### config.mk
export PLATFORM = sky130hd
export DESIGN_NAME = vga_sync_gen
export DESIGN_NICKNAME = d
export VERILOG_FILES = /design/src/rtl/vga_timing_pkg.sv /design/src/rtl/vga_mod_counter.sv /design/src/rtl/vga_sync_gen.sv
export SDC_FILE = /design/constraint.sdc
export NUM_CORES = 1
export LEC_CHECK = 0
export ABC_AREA = 1
export BUFFER_PORTS_ARGS = -buffer_cell sky130_fd_sc_hd__buf_2
export CAP_MARGIN = 30
export CORE_MARGIN = 1
export CORE_UTILIZATION = 57
export CTS_CLUSTER_DIAMETER = 100
export DETAILED_ROUTE_END_ITERATION = 8
export GPL_ROUTABILITY_DRIVEN = 0
export PLACE_DENSITY = 0.79
export SLEW_MARGIN = 30
export SYNTH_ARGS = -nofsm -noshare
export SYNTH_HDL_FRONTEND = slang
export SYNTH_SLANG_ARGS = --single-unit
### constraint.sdc
create_clock -name clk_vs -period 4.1 [get_ports clk_vs]
set_clock_uncertainty 0.2 [all_clocks]
set_input_delay 0.82 -clock clk_vs [delete_from_list [all_inputs] [get_ports clk_vs]]
set_output_delay 0.82 -clock clk_vs [all_outputs]
set_load 0.01 [all_outputs]
### src/rtl/vga_timing_pkg.sv
// VGA 640x480@60 timing constants, derived totals, sync windows and
// the colour-bar palette shared by the sync generator.
package vga_timing_pkg;

    localparam int CNT_W = 10;

    localparam int DEF_H_VISIBLE = 640;
    localparam int DEF_H_FRONT   = 16;
    localparam int DEF_H_SYNC    = 96;
    localparam int DEF_H_BACK    = 48;
    localparam int DEF_V_VISIBLE = 480;
    localparam int DEF_V_FRONT   = 10;
    localparam int DEF_V_SYNC    = 2;
    localparam int DEF_V_BACK    = 33;

    localparam int DEF_H_TOTAL = DEF_H_VISIBLE + DEF_H_FRONT
                               + DEF_H_SYNC + DEF_H_BACK;
    localparam int DEF_V_TOTAL = DEF_V_VISIBLE + DEF_V_FRONT
                               + DEF_V_SYNC + DEF_V_BACK;

    localparam int DEF_HS_START = DEF_H_VISIBLE + DEF_H_FRONT;
    localparam int DEF_HS_END   = DEF_HS_START + DEF_H_SYNC;
    localparam int DEF_VS_START = DEF_V_VISIBLE + DEF_V_FRONT;
    localparam int DEF_VS_END   = DEF_VS_START + DEF_V_SYNC;

    // {R3,G3,B2} bars, left to right
    localparam logic [7:0] BAR_COLOURS [8] = '{
        8'h00, 8'h03, 8'h1C, 8'h1F,
        8'hE0, 8'hE3, 8'hFC, 8'hFF
    };

endpackage

### src/rtl/vga_mod_counter.sv
// Modulo-N up counter with enable, synchronous active-high reset and
// terminal-count flag. Ports: clk, rst, en -> cnt[W-1:0], tc.
module vga_mod_counter
    import vga_timing_pkg::*;
#(
    parameter int N = DEF_H_TOTAL,
    parameter int W = CNT_W
) (
    input  logic         clk,
    input  logic         rst,
    input  logic         en,
    output logic [W-1:0] cnt,
    output logic         tc
);

    localparam logic [W-1:0] LAST = W'(N - 1);

    logic [W-1:0] cnt_d;
    logic [W-1:0] cnt_q;

    always_comb begin
        cnt_d = cnt_q;
        if (en) begin
            cnt_d = (cnt_q == LAST) ? '0 : cnt_q + W'(1);
        end
    end

    always_ff @(posedge clk) begin
        if (rst) begin
            cnt_q <= '0;
        end else begin
            cnt_q <= cnt_d;
        end
    end

    assign cnt = cnt_q;
    assign tc  = (cnt_q == LAST);

endmodule

### src/rtl/vga_sync_gen.sv
// VGA timing generator: h/v counters, stage-1 coordinates/flags and
// stage-2 sync + blanked colour, aligned at the connector.
// Ports: clk_vs, rst_vs (sync, active-high), rgb_in[7:0]
//   -> pix_x, pix_y, video_on, frame_start (stage 1),
//      hsync_out, vsync_out, rgb_out (stage 2).
// Optional macro VGA_SYNC_TESTPAT_EN adds test_sel (colour bars).
module vga_sync_gen
    import vga_timing_pkg::*;
#(
    parameter int H_VISIBLE = DEF_H_VISIBLE,
    parameter int H_FRONT   = DEF_H_FRONT,
    parameter int H_SYNC    = DEF_H_SYNC,
    parameter int H_BACK    = DEF_H_BACK,
    parameter int V_VISIBLE = DEF_V_VISIBLE,
    parameter int V_FRONT   = DEF_V_FRONT,
    parameter int V_SYNC    = DEF_V_SYNC,
    parameter int V_BACK    = DEF_V_BACK,
    parameter bit SYNC_POL  = 1'b0
) (
    input  logic             clk_vs,
    input  logic             rst_vs,
    input  logic [7:0]       rgb_in,
`ifdef VGA_SYNC_TESTPAT_EN
    input  logic             test_sel,
`endif
    output logic [CNT_W-1:0] pix_x,
    output logic [CNT_W-1:0] pix_y,
    output logic             video_on,
    output logic             frame_start,
    output logic             hsync_out,
    output logic             vsync_out,
    output logic [7:0]       rgb_out
);

    localparam int H_TOTAL = H_VISIBLE + H_FRONT + H_SYNC + H_BACK;
    localparam int V_TOTAL = V_VISIBLE + V_FRONT + V_SYNC + V_BACK;

    localparam logic [CNT_W-1:0] H_VIS_C  = CNT_W'(H_VISIBLE);
    localparam logic [CNT_W-1:0] V_VIS_C  = CNT_W'(V_VISIBLE);
    localparam logic [CNT_W-1:0] HS_START = CNT_W'(H_VISIBLE + H_FRONT);
    localparam logic [CNT_W-1:0] HS_END   = CNT_W'(H_VISIBLE + H_FRONT
                                                   + H_SYNC);
    localparam logic [CNT_W-1:0] VS_START = CNT_W'(V_VISIBLE + V_FRONT);
    localparam logic [CNT_W-1:0] VS_END   = CNT_W'(V_VISIBLE + V_FRONT
                                                   + V_SYNC);

    localparam logic ACT   = SYNC_POL;
    localparam logic INACT = ~SYNC_POL;

    if (H_TOTAL > 1023 || V_TOTAL > 1023) begin : g_bad_timing
        $error("vga_sync_gen: timing totals exceed 10-bit counters");
    end

    logic [CNT_W-1:0] h_cnt;
    logic [CNT_W-1:0] v_cnt;
    logic             h_tc;
    logic             v_tc_unused;

    vga_mod_counter #(
        .N (H_TOTAL),
        .W (CNT_W)
    ) u_h_cnt (
        .clk (clk_vs),
        .rst (rst_vs),
        .en  (1'b1),
        .cnt (h_cnt),
        .tc  (h_tc)
    );

    vga_mod_counter #(
        .N (V_TOTAL),
        .W (CNT_W)
    ) u_v_cnt (
        .clk (clk_vs),
        .rst (rst_vs),
        .en  (h_tc),
        .cnt (v_cnt),
        .tc  (v_tc_unused)
    );

    logic [CNT_W-1:0] pix_x_d, pix_x_q;
    logic [CNT_W-1:0] pix_y_d, pix_y_q;
    logic             video_on_d, video_on_q;
    logic             frame_start_d, frame_start_q;
    logic             hs1_d, hs1_q;
    logic             vs1_d, vs1_q;
    logic             hsync_d, hsync_q;
    logic             vsync_d, vsync_q;
    logic [7:0]       rgb_d, rgb_q;
    logic [7:0]       colour;

    // Upstream colour is computed from stage-1 coordinates, so it is
    // valid in the same cycle as video_on_q.
`ifdef VGA_SYNC_TESTPAT_EN
    assign colour = test_sel ? BAR_COLOURS[pix_x_q[9:7]] : rgb_in;
`else
    assign colour = rgb_in;
`endif

    always_comb begin
        pix_x_d       = h_cnt;
        pix_y_d       = v_cnt;
        video_on_d    = (h_cnt < H_VIS_C) && (v_cnt < V_VIS_C);
        frame_start_d = (h_cnt == '0) && (v_cnt == '0);
        hs1_d         = INACT;
        vs1_d         = INACT;
        if (h_cnt >= HS_START && h_cnt < HS_END) begin
            hs1_d = ACT;
        end
        if (v_cnt >= VS_START && v_cnt < VS_END) begin
            vs1_d = ACT;
        end
        hsync_d = hs1_q;
        vsync_d = vs1_q;
        rgb_d   = video_on_q ? colour : 8'h00;
    end

    // Reset drives both sync stages inactive so no pulse survives it.
    always_ff @(posedge clk_vs) begin
        if (rst_vs) begin
            pix_x_q       <= '0;
            pix_y_q       <= '0;
            video_on_q    <= 1'b0;
            frame_start_q <= 1'b0;
            hs1_q         <= INACT;
            vs1_q         <= INACT;
            hsync_q       <= INACT;
            vsync_q       <= INACT;
            rgb_q         <= 8'h00;
        end else begin
            pix_x_q       <= pix_x_d;
            pix_y_q       <= pix_y_d;
            video_on_q    <= video_on_d;
            frame_start_q <= frame_start_d;
            hs1_q         <= hs1_d;
            vs1_q         <= vs1_d;
            hsync_q       <= hsync_d;
            vsync_q       <= vsync_d;
            rgb_q         <= rgb_d;
        end
    end

    assign pix_x       = pix_x_q;
    assign pix_y       = pix_y_q;
    assign video_on    = video_on_q;
    assign frame_start = frame_start_q;
    assign hsync_out   = hsync_q;
    assign vsync_out   = vsync_q;
    assign rgb_out     = rgb_q;

endmodule

==> run summary <==
Area grow syn2layout -> 15.2%
DRT Pass-1 Iters -> 4
Post-synthesis net count -> 265
GRT overflow -> 0
Placed wire-length estimate -> 2.72 mm
Final setup vio count -> 0
Seq/Total Area, Yosys -> 52.1%
Crit path DAT -> 0.84 ns
Most frequent cells in the layout -> nor2_1, dfxtp_1, buf_2
Layout cells sized above 1 -> 23.2%
TritonCTS clock tree -> done
Die Height -> 62.3 microns
Area post-placement -> 2310 sq um
Comb pwr share -> 4.6%
Required time of the critical path -> 3.08 ns
CTS clk-pin slew, worst paths -> 0.14 ns
# nets final -> 310
Fmax -> 0.537 GHz
FF-to-FF Start -> u_h_cnt.cnt[0]$_SDFF_PP0_
Distinct cells, synth -> 29
CTS Buf Count -> 5
RSZ-0062 raised after global routing -> false
Critical Path Source Type -> flip-flop
FF-to-FF End -> u_v_cnt.cnt[0]$_SDFFE_PP0N_
Hold path cells -> 1
H-tree depth -> 2
Syn Area/Cell -> 8.26 sq um
# diodes -> 0
Slew headroom -> 68.6%
GRT Overall Usage -> 21.7%
Buf/Inv on CP -> 1
# clock sinks -> 54
First-pass GRT wire length -> 6.62 mm
Worst-margin pin slew -> 0.471 ns
EDFF count, synth -> 0
Die X-Extent -> 62.3 microns
Top delay family on crit path -> flip-flops
Overall routed net length -> 3.73 mm
Worst reg2reg path depth -> 8
Synthesized flop and latch total -> 54
Setup TNS -> 0 ns
Cells after Synth -> 251
# IOs -> 42
Period utilization -> 45.4%
Initial core utilization -> 60.7%
CTS-repair resized insts -> 0
Leakage power -> 0.00122 uW
Crit path largest cell delay -> 0.35 ns
Synth warnings -> 0
Residual DRC -> 0
Slowest-stage cell, CP -> dfxtp_1
Worst Hold End -> vsync_out$_SDFF_PP1_
Max-slew violation count -> 0
Vias per cell -> 4.92
Most common cell after layout, fill and taps aside -> nor2_1
CTS Root Cell -> clkbuf_4
Sw Ratio -> 21.6%
Worst min-delay path class -> flip-flop to flip-flop
Via count -> 1688
Clock Latency Late Sink -> 0.36 ns
Antenna violation net count after detailed routing -> 0
Max-cap viol count -> 0
Initial antenna violation count -> 0
Routed len/inst -> 10.9 microns
Clock Path Buffers -> 2
Post-Syn Area -> 2070 sq um
Clock Power Share -> 33.1%
Core area -> 3420 sq um
Async SR Flop Fraction -> 0%
Flop pwr share -> 62.3%
Status -> complete, no violations
Initial DRC count -> 145
Min Tclk post-route -> 1.86 ns
Largest net degree at the start of global routing -> 28
Post-CTS Hold Buffers -> 0
Final hold vios -> 0
Crit path depth -> 1
Top_reg_cell synth -> dfxtp_1
Port Buffer Count -> 41
Cell-internal power -> 677 uW
Crit-path cells -> buf_2
Post-route cell area -> 2390 sq um
Vias in the first global route -> 1601
Reg2reg setup slack -> 2.34 ns
Postcts setup bufs -> 0
Crit Path Class -> flip-flop to output pin
Critical Path Sink Type -> output pin
Die area -> 3880 sq um
Max FO, Critical Path -> 2
VDD IR max -> 0.251 mV
Sw Pwr -> 187 uW
Placement row count -> 21
P per Cell Area -> 362 nW/um^2
Hold Crit Start -> vs1_q$_SDFF_PP1_
CP startpoint -> video_on$_SDFF_PP0_
## worst max path at each step
stage	end	slack, ns
after CTS	video_on	2.22
after floorplan	u_v_cnt.cnt[2]$_SDFFE_PP0N_	2.40
after detailed placement	rgb_out[7]$_SDFF_PP0_	1.92
after global placement	u_v_cnt.cnt[0]$_SDFFE_PP0N_	1.96
final	video_on	2.24
after global routing	video_on	2.18
## flip-flops by register name (all words and copies together) (netlist names)
name,count
frame_start,1
hs1_q,1
hsync_out,1
pix_x,10
pix_y,10
rgb_out,8
u_h_cnt.cnt,10
u_v_cnt.cnt,10
video_on,1
vs1_q,1
vsync_out,1
## synth_stat cells, types with 3 or more instances
master   count  area share, %
a21oi_1      3           0.72
dfxtp_1     54             52
ha_1         4            2.4
inv_1       37            6.7
nand2_1     39            7.1
nand2_2      4            1.2
nand2_4      3            1.6
nand3_1     10            2.4
nand4_1      7            2.1
nor2_1      56             10
nor2_2       5            1.5
nor3_1       5            1.2
o21ai_1      3           0.72
xor2_1       3            1.3
## kinds of logic after synthesis
logic type	Yosys count	synth area share, %
simple gates	138	32.8
xor+xnor	3	1.27
fa+ha+maj	4	2.41
flops	54	52.1
buf+inv	42	8.45
compound gates	10	2.96
## layer usage
metal  vias to the layer above  track usage (%)  wire length [microns]
met5                         -                0                      0
met4                         0             9.30                     88
met3                         9             6.25                    160
met2                        34             38.3                   1840
met1                       786             24.2                   1640
li1                        859                -                      -
## power groups by stage
| stage | Combinational, uW | Clock [uW] | Sequential, uW |
|---|---|---|---|
| after floorplan | 22.9 | 0 | 552 |
| after global placement | 38.3 | 0 | 549 |
| after detailed placement | 39.3 | 0 | 550 |
| after CTS | 39.9 | 293 | 538 |
| after global routing | 44.5 | 315 | 540 |
| final | 39.4 | 286 | 538 |
## metrics by stage
step           total power (uW)  setup slack, ns  util, %  std cells  hold slack (ns)
4_1_cts                     871             2.22     69.9        343            0.229
5_1_grt                     899             2.18     69.9        343            0.252
3_5_place_dp                589             1.92     67.6        335            0.195
6_report                    864             2.24     69.9        343            0.227
3_3_place_gp                587             1.96     67.6        335            0.194
2_1_floorplan               575             2.40        -        251            0.189
## layout make-up
class	count	area [sq um]
Clock inverter	2	37.5
Sequential cell	54	1080
Fill cell	287	1030
Tap cell	46	57.6
Multi-Input combinational cell	155	817
Timing Repair Buffer	41	205
Clock buffer	6	41.3
Inverter	39	149
Power figures use the tool's default switching activity.
